<file path="src/rtl/seg_display_scanner.sv">
// rtl/seg_display_scanner.sv - multiplexed 7-segment scanner driving one shared external decoder
module seg_display_scanner #(
    parameter int NUM_DIGITS   = 4,
    parameter int REFRESH_DIV  = 1000,
    parameter int BLANK_CYCLES = 2
) (
    input  logic                    clk,
    input  logic                    rst_n,
    input  logic                    load_valid,
    output logic                    load_ready,
    input  logic [4*NUM_DIGITS-1:0] load_data,
    input  logic [NUM_DIGITS-1:0]   digit_en,
    output logic [3:0]              dec_bin,
    input  logic [7:0]              dec_seg,
    output logic [7:0]              seg_out,
    output logic [NUM_DIGITS-1:0]   an_out,
    output logic                    frame_done
);

    localparam int IW   = (NUM_DIGITS > 1) ? $clog2(NUM_DIGITS) : 1;
    localparam int CMAX = (REFRESH_DIV > BLANK_CYCLES) ? REFRESH_DIV : BLANK_CYCLES;
    localparam int CW   = (CMAX > 1) ? $clog2(CMAX) : 1;

    localparam logic [CW-1:0]         BLANK_LAST = CW'(BLANK_CYCLES - 1);
    localparam logic [CW-1:0]         SHOW_LAST  = CW'(REFRESH_DIV - 1);
    localparam logic [IW-1:0]         IDX_LAST   = IW'(NUM_DIGITS - 1);
    localparam logic [NUM_DIGITS-1:0] AN_ONE     = NUM_DIGITS'(1);

    typedef enum logic {ST_BLANK, ST_SHOW} state_t;

    state_t                  state, state_nxt;
    logic [IW-1:0]           idx, idx_nxt;
    logic [CW-1:0]           cnt, cnt_nxt;
    logic                    show_en, show_en_nxt;
    logic [7:0]              seg_nxt;
    logic [NUM_DIGITS-1:0]   an_nxt;
    logic                    frame_end;
    logic [4*NUM_DIGITS-1:0] active;
    logic [4*NUM_DIGITS-1:0] shadow;
    logic                    pending;
    logic                    accept;

    assign load_ready = !pending;
    assign accept     = load_valid && !pending;
    assign dec_bin    = active[4*int'(idx) +: 4];

    always_comb begin
        state_nxt   = state;
        cnt_nxt     = cnt;
        idx_nxt     = idx;
        show_en_nxt = show_en;
        seg_nxt     = seg_out;
        an_nxt      = an_out;
        frame_end   = 1'b0;
        case (state)
            ST_BLANK: begin
                seg_nxt = '0;
                an_nxt  = '0;
                if (cnt == BLANK_LAST) begin
                    state_nxt   = ST_SHOW;
                    cnt_nxt     = '0;
                    show_en_nxt = digit_en[idx];
                    if (digit_en[idx]) begin
                        an_nxt  = AN_ONE << idx;
                        seg_nxt = dec_seg;
                    end
                end else begin
                    cnt_nxt = cnt + 1'b1;
                end
            end
            ST_SHOW: begin
                // Enable is latched at slot entry so a mid-slot digit_en change cannot flicker.
                seg_nxt = show_en ? dec_seg : 8'h00;
                if (cnt == SHOW_LAST) begin
                    state_nxt = ST_BLANK;
                    cnt_nxt   = '0;
                    seg_nxt   = '0;
                    an_nxt    = '0;
                    idx_nxt   = (idx == IDX_LAST) ? '0 : idx + 1'b1;
                    frame_end = (idx == IDX_LAST);
                end else begin
                    cnt_nxt = cnt + 1'b1;
                end
            end
            default: state_nxt = ST_BLANK;
        endcase
    end

    always_ff @(posedge clk or negedge rst_n) begin
        if (!rst_n) begin
            state      <= ST_BLANK;
            idx        <= '0;
            cnt        <= '0;
            show_en    <= 1'b0;
            seg_out    <= '0;
            an_out     <= '0;
            frame_done <= 1'b0;
        end else begin
            state      <= state_nxt;
            idx        <= idx_nxt;
            cnt        <= cnt_nxt;
            show_en    <= show_en_nxt;
            seg_out    <= seg_nxt;
            an_out     <= an_nxt;
            frame_done <= frame_end;
        end
    end

    // Commit needs pending already set, accept needs it clear, so they never collide.
    always_ff @(posedge clk or negedge rst_n) begin
        if (!rst_n) begin
            active  <= '0;
            shadow  <= '0;
            pending <= 1'b0;
        end else begin
            if (frame_end && pending) begin
                active  <= shadow;
                pending <= 1'b0;
            end else if (accept) begin
                shadow  <= load_data;
                pending <= 1'b1;
            end
        end
    end

endmodule
</file>
<file path="config.mk">
export PLATFORM = sky130hd
export DESIGN_NAME = seg_display_scanner
export DESIGN_NICKNAME = d
export VERILOG_FILES = /design/src/rtl/seg_display_scanner.sv
export SDC_FILE = /design/constraint.sdc
export NUM_CORES = 1
export LEC_CHECK = 0
export ABC_AREA = 0
export CAP_MARGIN = 20
export CORE_UTILIZATION = 55
export DETAILED_ROUTE_END_ITERATION = 6
export PLACE_DENSITY = 0.84
export SYNTH_ARGS = -nofsm -noshare
export SYNTH_HDL_FRONTEND = slang
export SYNTH_SLANG_ARGS = --single-unit
</file>
<file path="constraint.sdc">
create_clock -name clk -period 3 [get_ports clk]
set_input_delay 0.45 -clock clk [delete_from_list [all_inputs] [get_ports clk]]
set_output_delay 0.45 -clock clk [all_outputs]
set_load 0.1 [all_outputs]
</file>
==> parameters.txt, run 1 <==
Parameter                              Value

Status
  Status    complete, but fails checks
  Failing checks    DRC

Setup path
  Highest fanout seen on the critical path    10
  Master of the slowest instance on the critical path    sky130_fd_sc_hd__dfrtp_1
  Slack of the worst reg-to-reg path    0.96 ns
  Buf/Inv on CP    1
  Worst stage delay on the critical path    0.66 ns
  Top Family by Delay on Critical Path    flip-flops
  Required time of the critical path    2.55 ns
  Signal arrival time at the worst endpoint    around 1.9 ns
  Type of element capturing the critical path    output pin
  Classification of the worst setup path    reg2out
  Crit start category    flop
  List of cells traversed by the critical path    mux4_2 > buf_4

Power
  Power after layout    1.70 mW
  Peak supply drop    0.349 mV
  Leakage power summed over all cells    ~1.5 nW
  Total power divided by cell area    520 nW/um^2

Global routing
  M3 GR Usage    8.40%
  Number of antenna violations at the first check in global routing    0
  Largest net degree at the start of global routing    61
  First-pass GRT wire length    8090 microns
  Met1 track demand over resource in global routing    between 20% and 30%
  Tot GR Track Use    21.9%
  Busiest grt layer    met2
  Total congestion overflow after global routing    0
  Vias in the first global route    approximately 1700
  M2 GR Usage    35.2%

Timing
  Final critical-path setup slack    0.691 ns
  Setup Total Neg Slack    0 ns
  Max Fclk    0.433 GHz
  Tightest Pin Transition    0.795 ns
  Rel. slew slack    46.2%
  Pins Over Slew Limit    0
  Final count of negative-setup-slack endpoints    0
  Post-route clock period utilization    77.0%
  Setup clock skew after layout    0.00552 ns
  Unrepaired setup endpoints after global routing    no
  Final Hold Violating Endpoints    0
  Final Critical Period    2.31 ns

Clocking
  Number of hold buffers added after CTS    0
  Post-cts sizing count    0
  Root buf cell    sky130_fd_sc_hd__clkbuf_8
  Worst-Skew Late Latency    0.34 ns
  Max clock buf depth    2
  CTS Buf Count    9
  Clock transition at the register clock pins on the worst setup and hold paths after CTS    0.07 ns
  Number of buffers added for setup after CTS    0
  Number of H-tree levels    3
  Clock sink total    60
  Clock tree from TritonCTS    built

Placement
  Weighted congestion at the end of routability-driven global placement    roughly 0.77
  Port Buffers    48
  Area after detailed placement    3080 sq um
  Cell count after placement    279
  Post-placement setup slack    0.926 ns
  HPWL after detailed placement    ~3400 microns

Floorplan
  Initial Utilization    58.2%
  Count of pins on the block boundary    49
  # rows    24
  Floorplan core area    4440 sq um
  Die area    approximately 5000 sq um
  Width of the die    70.6 microns
  Floorplan die height    about 71 microns

Detailed routing
  Detailed Routing Iterations Pass 1    6
  Number of DRC markers after the initial detailed-route iteration    a little under 50
  Total Wirelength    4820 microns
  Vias    between 1500 and 2000
  Remaining DRCs    10
  Vias/cell    about 5.6
  Routed length per instance    16.3 microns
  Count of antenna-violating nets left after detailed routing    0

Cells and area
  Final cell count without fillers    295
  Final standard cell area without fillers    3270 sq um
  Net count reported at finish    275
  Ant diodes    0
  Fraction of layout instances using a drive strength above 1    32.9%
  Area Growth Syn to Fin    26.4%

Synth
  Number of instances in the synthesized netlist    181
  Share of synthesized area occupied by flip-flops and latches    58.0%
  Avg Synthesized Cell Area    14.3 sq um
  Net count of the mapped netlist    roughly 220
  Warning count from the yosys run    0
  Count of state elements after synthesis    60
  Count of distinct cell types in the synthesized netlist    36
  Post-Synthesis Cell Area    2590 sq um

Job
  Total of max-cap violations    0

Hold path
  Worst Hold Class    in2async
==> registers in the layout, summed over array words and instances (netlist names) <==
name,cells
frame_done,1
show_en,1
idx,2
state,1
shadow,16
pending,1
an_out,4
active,16
seg_out,8
cnt,10
==> metal layers <==
metal	vias up	wire, microns
met5	-	0
met2	50	2290
met3	9	309
li1	790	-
met1	802	2150
met4	0	65
==> path summary, 6_finish.rpt <==
kind                           start    endpoint  cells after the start
setup / recovery              idx[0]  dec_bin[1]                      2
hold / removal                 rst_n  frame_done                      2
setup reg to reg              idx[0]  active[11]                      5
hold reg to reg            an_out[3]   an_out[3]                      1
max in group asynchronous      rst_n   shadow[5]                      2
min in group clk           an_out[3]   an_out[3]                      1
==> cell usage after synthesis <==
cell                        number  area share (%)
sky130_fd_sc_hd__clkbuf_1        3            0.43
sky130_fd_sc_hd__or4_1           2            0.58
sky130_fd_sc_hd__and2_1          1            0.24
sky130_fd_sc_hd__or2_1           1            0.24
sky130_fd_sc_hd__o31ai_1         2            0.58
sky130_fd_sc_hd__and4_1          1            0.34
sky130_fd_sc_hd__nand3_1         5            0.97
sky130_fd_sc_hd__mux2_2         34              15
sky130_fd_sc_hd__mux4_2          5             4.4
sky130_fd_sc_hd__inv_1           8             1.2
sky130_fd_sc_hd__nor2b_1         1            0.24
sky130_fd_sc_hd__o31a_1          1            0.34
sky130_fd_sc_hd__a22o_1          4             1.4
sky130_fd_sc_hd__o21ai_0         4            0.77
sky130_fd_sc_hd__or2_2           1            0.24
sky130_fd_sc_hd__dfrtp_1        60              58
sky130_fd_sc_hd__o311ai_1        1            0.34
sky130_fd_sc_hd__or3_1           3            0.73
sky130_fd_sc_hd__nor3_1          4            0.77
sky130_fd_sc_hd__nor4_1          2            0.48
sky130_fd_sc_hd__a21oi_1         1            0.19
sky130_fd_sc_hd__nand4bb_1       1            0.43
sky130_fd_sc_hd__nor4_4          2             1.6
sky130_fd_sc_hd__nand2_1         2            0.29
sky130_fd_sc_hd__buf_2           1            0.19
sky130_fd_sc_hd__nor2_1          4            0.58
sky130_fd_sc_hd__nor4b_1         1            0.34
sky130_fd_sc_hd__xnor2_1         2            0.68
sky130_fd_sc_hd__xor2_1          1            0.34
sky130_fd_sc_hd__nand4_1         2            0.48
sky130_fd_sc_hd__a211oi_1        4             1.2
sky130_fd_sc_hd__nand4_4         1            0.82
sky130_fd_sc_hd__buf_6           1            0.43
sky130_fd_sc_hd__and3_1          1            0.24
sky130_fd_sc_hd__ha_1            6             2.9
sky130_fd_sc_hd__a21boi_0        8             2.3
==> through the flow <==
step | hold slack [ns] | utilization (%)
after floorplan | 0.154 | -
after global placement | 0.486 | 69.3
after detailed placement | 0.489 | 69.3
after CTS | 0.272 | 73.6
after global routing | 0.322 | 73.6
final | 0.252 | 73.6
==> cell type report <==
| type | count | area [sq um] |
|---|---|---|
| Timing Repair Buffer | 51 | 453 |
| Clock inverter | 6 | 65.1 |
| Inverter | 8 | 30.0 |
| Sequential cell | 60 | 1500 |
| Multi-Input combinational cell | 108 | 1030 |
| Tap cell | 52 | 65.1 |
| Clock buffer | 10 | 128 |
| Fill cell | 308 | 1170 |
==> where the power goes <==
part / switching, mW / total (mW) / internal, mW
Sequential: 0.0160 / 0.857 / 0.841
Combinational: 0.0786 / 0.143 / 0.0643
Clock: 0.317 / 0.700 / 0.383
Total: 0.412 / 1.70 / 1.29
==> placed cells by master (no fill, tap or decap), types with 2 or more instances in the layout <==
master | synthesis | final
sky130_fd_sc_hd__a211oi_1 | 4 | 4
sky130_fd_sc_hd__a21boi_0 | 8 | 8
sky130_fd_sc_hd__a22o_1 | 4 | 4
sky130_fd_sc_hd__buf_4 | 0 | 21
sky130_fd_sc_hd__clkbuf_8 | 0 | 9
sky130_fd_sc_hd__clkdlybuf4s50_1 | 0 | 29
sky130_fd_sc_hd__clkinv_2 | 0 | 2
sky130_fd_sc_hd__clkinv_4 | 0 | 2
sky130_fd_sc_hd__dfrtp_1 | 60 | 60
sky130_fd_sc_hd__ha_1 | 6 | 6
sky130_fd_sc_hd__inv_1 | 8 | 8
sky130_fd_sc_hd__mux2_2 | 34 | 34
sky130_fd_sc_hd__mux4_2 | 5 | 5
sky130_fd_sc_hd__nand2_1 | 2 | 2
sky130_fd_sc_hd__nand3_1 | 5 | 5
sky130_fd_sc_hd__nand4_1 | 2 | 2
sky130_fd_sc_hd__nor2_1 | 4 | 4
sky130_fd_sc_hd__nor3_1 | 4 | 4
sky130_fd_sc_hd__nor4_1 | 2 | 2
sky130_fd_sc_hd__nor4_4 | 2 | 2
sky130_fd_sc_hd__o21ai_0 | 4 | 4
sky130_fd_sc_hd__o31ai_1 | 2 | 2
sky130_fd_sc_hd__or3_1 | 3 | 3
sky130_fd_sc_hd__or4_1 | 2 | 2
sky130_fd_sc_hd__xnor2_1 | 2 | 2
==> cell families after synthesis <==
group                    synth area share (%)
AO/OA/AOI/OAI                            7.06
XOR/XNOR                                 1.02
adder cells (fa/ha/maj)                  2.90
buffers and inverters                    2.22
flip-flops                               58.0
multiplexers                             19.1
AND/OR/NAND/NOR                          9.67
(Power assumes the default switching activity.)
==> run 2, diff against run 1 <==
- CORE_UTILIZATION: 55 -> 46
- PLACE_DENSITY: 0.84 -> 0.75
- clock period: 3 -> 2 ns (I/O delays scaled with it)
==> run 2 against run 1 <==
Against the previous run: the run now ends clean; core utilization decreased by 8.1 points; critical path depth increased by 1; critical path type unchanged; cell count increased by 9.2%; routed wire length is 2.5% lower; worst hold slack improved by 0.23 ns; sequential power grew 49%; via count up 1.6%.
==> parameters.txt, run 2 (synthesized netlist as in run 1, its figures left out) <==
Parameter                              Value

Status
  Status    finished, final reports clean

Clocking
  Root buf cell    sky130_fd_sc_hd__clkbuf_8
  Clock tree from TritonCTS    built
  Clock sink total    60
  Worst-Skew Late Latency    approximately 0.34 ns
  Number of H-tree levels    3
  Max clock buf depth    2
  CTS Buf Count    9
  Clock transition at the register clock pins on the worst setup and hold paths after CTS    0.06 ns

Setup path
  Worst stage delay on the critical path    0.54 ns
  Required time of the critical path    1.70 ns
  List of cells traversed by the critical path    buf_6 > mux4_2 > buf_12
  Master of the slowest instance on the critical path    sky130_fd_sc_hd__mux4_2
  Crit path to    dec_bin[0]
  Classification of the worst setup path    reg2out
  Worst R2R Start    cnt[4]
  Highest fanout seen on the critical path    6
  Signal arrival time at the worst endpoint    1.60 ns
  Type of element capturing the critical path    output pin
  End of the worst register-to-register path    active[2]
  First element of the critical path    idx[0]
  Slack of the worst reg-to-reg path    0.24 ns
  Register-to-Register Path Depth    4
  Crit start category    flop

Placement
  HPWL after detailed placement    3210 microns
  Weighted congestion at the end of routability-driven global placement    0.805
  Port Buffers    48
  Post-placement setup slack    approximately 0.18 ns

Timing
  Tightest hold margin    about 0.48 ns
  Post-route clock period utilization    94.8%
  Setup clock skew after layout    about 0.0062 ns
  Tightest Pin Transition    0.451 ns
  Pins Over Slew Limit    0
  Max Fclk    0.528 GHz
  Setup Total Neg Slack    0 ns
  Final Hold Violating Endpoints    0
  Unrepaired setup endpoints after global routing    no
  Rel. slew slack    69.5%
  Final count of negative-setup-slack endpoints    0
  Final Critical Period    1.90 ns
  Final critical-path setup slack    0.105 ns

Detailed routing
  Remaining DRCs    0
  Number of DRC markers after the initial detailed-route iteration    51
  Routed length per instance    14.6 microns
  Vias    1677
  Total Wirelength    4700 microns
  Detailed Routing Iterations Pass 1    4
  Count of antenna-violating nets left after detailed routing    0
  Vias/cell    around 5.2

Global routing
  First-pass GRT wire length    8370 microns
  Total congestion overflow after global routing    0
  Largest net degree at the start of global routing    61
  Number of antenna violations at the first check in global routing    0
  Vias in the first global route    1695
  Tot GR Track Use    19.0%

Cells and area
  Fraction of layout instances using a drive strength above 1    35.3%
  Net count reported at finish    284
  Core Util, Final    between 60% and 70%
  Layout filler cell count    428
  Area Growth Syn to Fin    33.4%
  Biggest registers after layout    active x16, shadow x16, cnt x10
  Leading cell type in the layout, fill and taps excluded    sky130_fd_sc_hd__dfrtp_1
  Ant diodes    0
  Top library cells by usage in the layout, fill and taps aside    sky130_fd_sc_hd__dfrtp_1 (59), sky130_fd_sc_hd__mux2_2 (34), sky130_fd_sc_hd__clkdlybuf4s50_1 (29)

Floorplan
  Floorplan core area    5270 sq um
  Count of pins on the block boundary    49
  Die area    5930 sq um
  Width of the die    77.0 microns
  Floorplan die height    77.0 microns
  # rows    26
  Initial Utilization    around half

Power
  Total power divided by cell area    752 nW/um^2
  Power after layout    2.60 mW
  Peak supply drop    0.489 mV
  Leakage power summed over all cells    1.57 nW

Job
  Total of max-cap violations    0

Hold path
  Worst Hold Class    in2async
==> run 2: area by class of cell <==
cell class	instances	area [sq um]	area share [%]
multi-input cells	108	1030	29.8
repair buffers	60	602	17.4
inverters	8	30.0	0.869
flip-flops and latches	60	1500	43.5
well taps	70	87.6	2.54
clock inverters	4	47.5	1.38
clock buffers	12	155	4.49
==> run 2: where the power goes <==
part	total, mW	leakage, nW	internal (mW)	switching, mW
registers	1.28	0.764	1.26	0.0197
clock network	1.10	0.102	0.639	0.459
logic	0.219	0.701	0.102	0.117
total	2.60	1.57	2.00	0.596
==> run 2: how the worst min path moves through the flow <==
stage | from | to | slack (ns) | cells after the start
2_1_floorplan | rst_n | active[0] | 0.004 | 0
3_5_place_dp | rst_n | cnt[5] | 0.33 | 2
3_3_place_gp | rst_n | cnt[6] | 0.33 | 2
5_1_grt | dec_seg[7] | seg_out[7] | 0.50 | 2
6_report | rst_n | cnt[7] | 0.48 | 3
4_1_cts | rst_n | cnt[5] | 0.50 | 3
==> run 2: critical path, delay by kind of cell, from the launching register on <==
family	cells	cell delay, ns
flip-flops	1	0.39
buffers and inverters	2	0.32
multiplexers	1	0.54
==> run 2: timing repair <==
action | 4_1_cts | 5_1_grt
cloned | 0 | 0
hold endpoints to repair | 60 | 0
resized for setup | 1 | 1
hold buffers | 1 | 0
setup endpoints to repair | 4 | 1
buffers inserted | 1 | 0
==> run 2: per-layer routing <==
metal	vias to the layer above	global-route usage [%]	part of all wire [%]
met2	51	28.5	48
met5	-	0	0
met1	818	24.5	45
met3	6	8.33	6.4
li1	802	-	-
met4	0	6.42	1.0
==> run 2: stage by stage <==
step,cells,cell area (sq um)
final,322,3450
after floorplan,181,2590
after global routing,322,3450
after detailed placement,304,3230
after global placement,304,3230
after CTS,322,3450
